--- src/rtl/bus_unrotate_if.sv ---
// Handshake bundle for the receive-side unrotate stage: rotated words in, restored words out.
// The master drives the input word and the downstream ready; the slave is the unrotate block.
interface bus_unrotate_if #(
    parameter int unsigned WIDTH   = 16,
    parameter int unsigned SHIFT_W = 4,
    parameter int unsigned CNT_W   = 16
);
    logic [WIDTH-1:0]   bus_in;
    logic               ena_in;
    logic [SHIFT_W-1:0] rot_amt;
    logic               in_ready;
    logic [WIDTH-1:0]   bus_out;
    logic               ena_out;
    logic               out_ready;
    logic [CNT_W-1:0]   word_count;

    modport master (
        output bus_in, ena_in, rot_amt, out_ready,
        input  in_ready, bus_out, ena_out, word_count
    );

    modport slave (
        input  bus_in, ena_in, rot_amt, out_ready,
        output in_ready, bus_out, ena_out, word_count
    );
endinterface

--- src/rtl/bus_unrotate.sv ---
// Undoes an upstream right-rotate by rotating each word left by rot_amt.
// Two-stage pipeline (capture, rotate) with ena/ready flow control and a delivered-word counter.
module bus_unrotate #(
    parameter int unsigned WIDTH   = 16,
    parameter int unsigned SHIFT_W = 4,
    parameter int unsigned CNT_W   = 16
) (
    input logic           clk,
    input logic           rst_n,
    bus_unrotate_if.slave bus
);

    if ((64'd1 << SHIFT_W) < 64'(WIDTH)) begin : g_bad_shift_w
        $error("bus_unrotate: 2**SHIFT_W must be >= WIDTH");
    end

    logic [WIDTH-1:0]   s1_data_q, s1_data_d;
    logic [SHIFT_W-1:0] s1_amt_q, s1_amt_d;
    logic               s1_valid_q, s1_valid_d;
    logic [WIDTH-1:0]   s2_data_q, s2_data_d;
    logic               s2_valid_q, s2_valid_d;
    logic [CNT_W-1:0]   count_q, count_d;

    logic               s2_adv;
    logic               in_ready;
    logic               in_xfer;
    logic               out_xfer;
    logic [SHIFT_W-1:0] amt_mod;
    logic [WIDTH-1:0]   rotated;

    assign s2_adv   = s1_valid_q && (!s2_valid_q || bus.out_ready);
    // Ready looks through stage 2 so a full pipe still streams at one word per clock.
    assign in_ready = !s1_valid_q || s2_adv;
    assign in_xfer  = bus.ena_in && in_ready;
    assign out_xfer = s2_valid_q && bus.out_ready;

    assign amt_mod  = SHIFT_W'(32'(bus.rot_amt) % WIDTH);
    // Left rotate as a window into the doubled word; amt = 0 selects the word itself.
    assign rotated  = WIDTH'({s1_data_q, s1_data_q} >> (WIDTH - 32'(s1_amt_q)));

    always_comb begin
        s1_data_d  = s1_data_q;
        s1_amt_d   = s1_amt_q;
        s1_valid_d = s1_valid_q;
        s2_data_d  = s2_data_q;
        s2_valid_d = s2_valid_q;
        count_d    = count_q + CNT_W'(out_xfer);

        if (in_xfer) begin
            s1_data_d  = bus.bus_in;
            s1_amt_d   = amt_mod;
            s1_valid_d = 1'b1;
        end else if (s2_adv) begin
            s1_valid_d = 1'b0;
        end

        if (s2_adv) begin
            s2_data_d  = rotated;
            s2_valid_d = 1'b1;
        end else if (out_xfer) begin
            s2_valid_d = 1'b0;
        end
    end

    always_ff @(posedge clk or negedge rst_n) begin
        if (!rst_n) begin
            s1_data_q  <= '0;
            s1_amt_q   <= '0;
            s1_valid_q <= 1'b0;
            s2_data_q  <= '0;
            s2_valid_q <= 1'b0;
            count_q    <= '0;
        end else begin
            s1_data_q  <= s1_data_d;
            s1_amt_q   <= s1_amt_d;
            s1_valid_q <= s1_valid_d;
            s2_data_q  <= s2_data_d;
            s2_valid_q <= s2_valid_d;
            count_q    <= count_d;
        end
    end

    assign bus.in_ready   = in_ready;
    assign bus.bus_out    = s2_data_q;
    assign bus.ena_out    = s2_valid_q;
    assign bus.word_count = count_q;

endmodule

--- src/flat_wrapper.sv ---
// flat-port wrapper written by rule: the top's interface ports become plain ports
module bus_unrotate_flat 
#(
    parameter int unsigned WIDTH   = 16,
    parameter int unsigned SHIFT_W = 4,
    parameter int unsigned CNT_W   = 16
)
  (clk, rst_n, bus_bus_in, bus_ena_in, bus_rot_amt, bus_out_ready, bus_in_ready, bus_bus_out, bus_ena_out, bus_word_count);
  bus_unrotate_if #(.WIDTH(WIDTH), .SHIFT_W(SHIFT_W), .CNT_W(CNT_W)) bus_i ();
  input logic clk;
  input logic rst_n;
  input wire logic [$bits(bus_i.bus_in)-1:0] bus_bus_in;
  input wire logic [$bits(bus_i.ena_in)-1:0] bus_ena_in;
  input wire logic [$bits(bus_i.rot_amt)-1:0] bus_rot_amt;
  input wire logic [$bits(bus_i.out_ready)-1:0] bus_out_ready;
  output wire logic [$bits(bus_i.in_ready)-1:0] bus_in_ready;
  output wire logic [$bits(bus_i.bus_out)-1:0] bus_bus_out;
  output wire logic [$bits(bus_i.ena_out)-1:0] bus_ena_out;
  output wire logic [$bits(bus_i.word_count)-1:0] bus_word_count;
  assign bus_i.bus_in = bus_bus_in;
  assign bus_i.ena_in = bus_ena_in;
  assign bus_i.rot_amt = bus_rot_amt;
  assign bus_i.out_ready = bus_out_ready;
  assign bus_in_ready = bus_i.in_ready;
  assign bus_bus_out = bus_i.bus_out;
  assign bus_ena_out = bus_i.ena_out;
  assign bus_word_count = bus_i.word_count;
  bus_unrotate #(.WIDTH(WIDTH), .SHIFT_W(SHIFT_W), .CNT_W(CNT_W)) u_core (.clk(clk), .rst_n(rst_n), .bus(bus_i));
endmodule
--- config.mk ---
export PLATFORM = sky130hd
export DESIGN_NAME = bus_unrotate_flat
export DESIGN_NICKNAME = d
export VERILOG_FILES = /design/src/rtl/bus_unrotate_if.sv /design/src/rtl/bus_unrotate.sv /design/src/flat_wrapper.sv
export SDC_FILE = /design/constraint.sdc
export NUM_CORES = 1
export LEC_CHECK = 0
export BUFFER_PORTS_ARGS = -buffer_cell sky130_fd_sc_hd__buf_2
export CORE_ASPECT_RATIO = 1.75
export CORE_MARGIN = 2
export CORE_UTILIZATION = 40
export CTS_CLUSTER_SIZE = 28
export DETAILED_ROUTE_END_ITERATION = 8
export PLACE_DENSITY_LB_ADDON = 0.1
export SYNTH_ARGS = -nofsm -noshare
export SYNTH_HDL_FRONTEND = slang
export SYNTH_SLANG_ARGS = --single-unit
--- constraint.sdc ---
create_clock -name clk -period 3.3 [get_ports clk]
set_input_delay 0.495 -clock clk [delete_from_list [all_inputs] [get_ports clk]]
set_output_delay 0.495 -clock clk [all_outputs]
set_load 0.05 [all_outputs]
==> results.cfg <==
[synth]
netlist.area_leader.share_pct = 42.91
synth_cell_types = 41
synth-seq-cells = 54
yosysWarningCount = 0
synthesis.nets = 270
avgSynthCellArea_um2 = 12.96
syn_inst = 243
yosysSeqAreaShare_pct = 42.91
yosysTopAreaCell = dfrtp_1
netlist_top_cells_area = dfrtp_1, mux2_2, mux4_2, mux2i_1, mux4_1
synth_area_mm2 = 0.003149

[sta]
setup_viol = 0
relSlewSlack_pct = 47.04
rsz0062_at_grt = false
hold_slack_ns = 0.1959
worst_pin_slew_ns = 0.7925
fin_crit_ns = 2.568
final.setup.tns_ns = 0
layout_worst_path_cycle_share_pct = 77.81
final-max-slew-violation-count = 0
hold_violations = 0
max_freq_ghz = 0.3894
fin_skew_ns = 0.006362

[routing]
wirelength_um = 7315
num_vias = 2262
drt_iter0_drc = 111
drtPass1Iterations = 4
wl_per_cell_um = 18.85
antenna_left = 0
drc_errors = 0
viasPerCell = 5.830

[clocking]
cts-buffers-inserted = 5
clkSinkCount = 54
htree_num_levels = 2
cts-root-buf = clkbuf_16
postCtsSetupBuffers = 0
ctsResizeCount = 0
clockBufferDepth = 2
clk_latency_ns = 0.30
clk_pin_slew_ns = 0.07
cts_tree = done
holdBufCountCts = 0

[final_layout]
register_area_mm2 = 0.001351
drive_above_1_share_pct = 37.67
syn2layout_area_growth_pct = 17.08
fin_util_pct = 48.39
layout.cells.non_filler = 388
layout_commonest_cell = buf_2
finalNetCount = 326
multi_input_area_mm2 = 0.001704
mostFrequentLayoutCells = buf_2, dfrtp_1, mux2_2
diodes = 0
fillers = 726

[critical_path]
startpoint = u_core.s1_amt_q[1]
critPathCaptureType = flip-flop
cp.required_ns = 3.54
crit_path_end = u_core.bus.bus_out[8]
r2r_end = u_core.bus.bus_out[8]
crit_path_max_fanout = 12
worst_setup_path_start_kind = flip-flop
crit_type = flip-flop to flip-flop
reg2reg_from = u_core.s1_amt_q[1]
worstPathArrival_ns = 2.81
reg2reg_slack_ns = 0.73
rr_worst_depth = 6

[power_and_ir_drop]
netSwitchingPower_mw = 1.334
p_clk_share_pct = 20.4
p_comb_share_pct = 48.4
seq_power_share_pct = 31.2
p_sw_share_pct = 43.26
ir_drop_uv = 566.2
power_density_mw_per_mm2 = 836.4
internal_power_mw = 1.750
leakage_nw = 1.636

[job]
maxCapViolations = 0

[placed_design]
port_buffers = 57
hpwl_um = 5645
gp_congestion = 0.8656
dp.cells = 380

[floorplanning]
core_mm2 = 0.007620
io_pins = 58
fp.dieW_um = 71.08
start_util_pct = 41.33
dieArea_mm2 = 0.008627
die_h_um = 121.4
rows = 42

[hold_path]
hold_class = input port to asynchronous set/reset pin

[global_route]
grt_pass1_wl_um = 12050
antenna_found_initial = 0
grtUsageTotal_pct = 18.30
grt_max_degree = 32
grt_pass1_vias = 2296
gr-total-overflow = 0

[run_status]
outcome = complete, no violations
## critical path, cell delays in order, from the launching register on
cell	delay (ns)
dfrtp_1	0.46
inv_1	0.09
ha_1	0.33
xor2_2	0.61
mux4_1	0.66
o221ai_1	0.22
o21a_1	0.15
## flip-flops by register name (all words and copies together), names as in the netlist
name                   flops
u_core.bus.bus_out        16
u_core.bus.ena_out         1
u_core.bus.word_count     16
u_core.s1_amt_q            4
u_core.s1_data_q          16
u_core.s1_valid_q          1
## cell families (layout without fill, tap and decap cells)
group           after synthesis  after routing  share of synthesized area [%]
mux                          65             65                          30.00
flops                        54             54                          42.91
compound gates               44             44                          10.29
simple gates                 41             41                          7.151
xor+xnor                     18             18                          5.483
buf+inv                      18             75                          2.979
fa+ha+maj                     3              3                          1.192
## synthesized netlist by cell type (all sizes together)
master and n:
nand2b 4, nand3 5, or2 2, dfrtp 54
buf 8, o221ai 2, o311ai 1, clkbuf 7
nand2 8, mux4 19, and3 1, or3b 1
and4 1, nand4 4, or3 1, o22a 13
o22ai 10, inv 3, o31ai 2, nor2 5
o21a 3, nor3 3, nand3b 2, mux2i 22
o311a 1, xor2 7, mux2 24, ha 3
a32o 1, and2 3, or4b 1, o41ai 2
xnor2 11, o21ai 9
## worst min path at each step
stage	end	depth (start not counted)
6_report	u_core.bus.bus_out[6]	1
5_1_grt	u_core.s1_data_q[15]	1
4_1_cts	u_core.bus.bus_out[4]	1
3_5_place_dp	u_core.bus.word_count[15]	1
3_3_place_gp	u_core.bus.word_count[15]	1
2_1_floorplan	u_core.bus.bus_out[0]	0
## per-stage QoR
step                      total power [mW]  setup WS, ns  instance area [um^2]
after global routing                 3.243        0.5857                  3687
after detailed placement             2.480        0.7603                  3515
after CTS                            3.111        0.7429                  3687
after global placement               2.459        0.8168                  3515
final                                3.084        0.7323                  3687
after floorplan                      2.141        0.6503                  3149
## per-layer routing
layer	vias up	track usage (%)	wire (um)
li1	1058	-	-
met1	1142	19.15	2720
met2	55	34.70	4169
met3	7	3.738	303
met4	0	7.311	121
met5	-	0	0
## cell type report
type,instances,area share [%]
multi-input combinational,171,46.22
sequential,54,36.65
timing repair buffer,64,9.162
clock buffer,5,3.393
tap,88,2.986
clock inverter,3,1.289
inverter,3,0.3054
## power groups by stage
stage / Combinational (mW) / Sequential, mW / Clock [mW]
6_report: 1.49 / 0.961 / 0.629
5_1_grt: 1.58 / 0.990 / 0.669
4_1_cts: 1.50 / 0.968 / 0.642
3_5_place_dp: 1.50 / 0.981 / 0
3_3_place_gp: 1.48 / 0.975 / 0
2_1_floorplan: 0.734 / 1.41 / 0
Power figures use the tool's default switching activity.
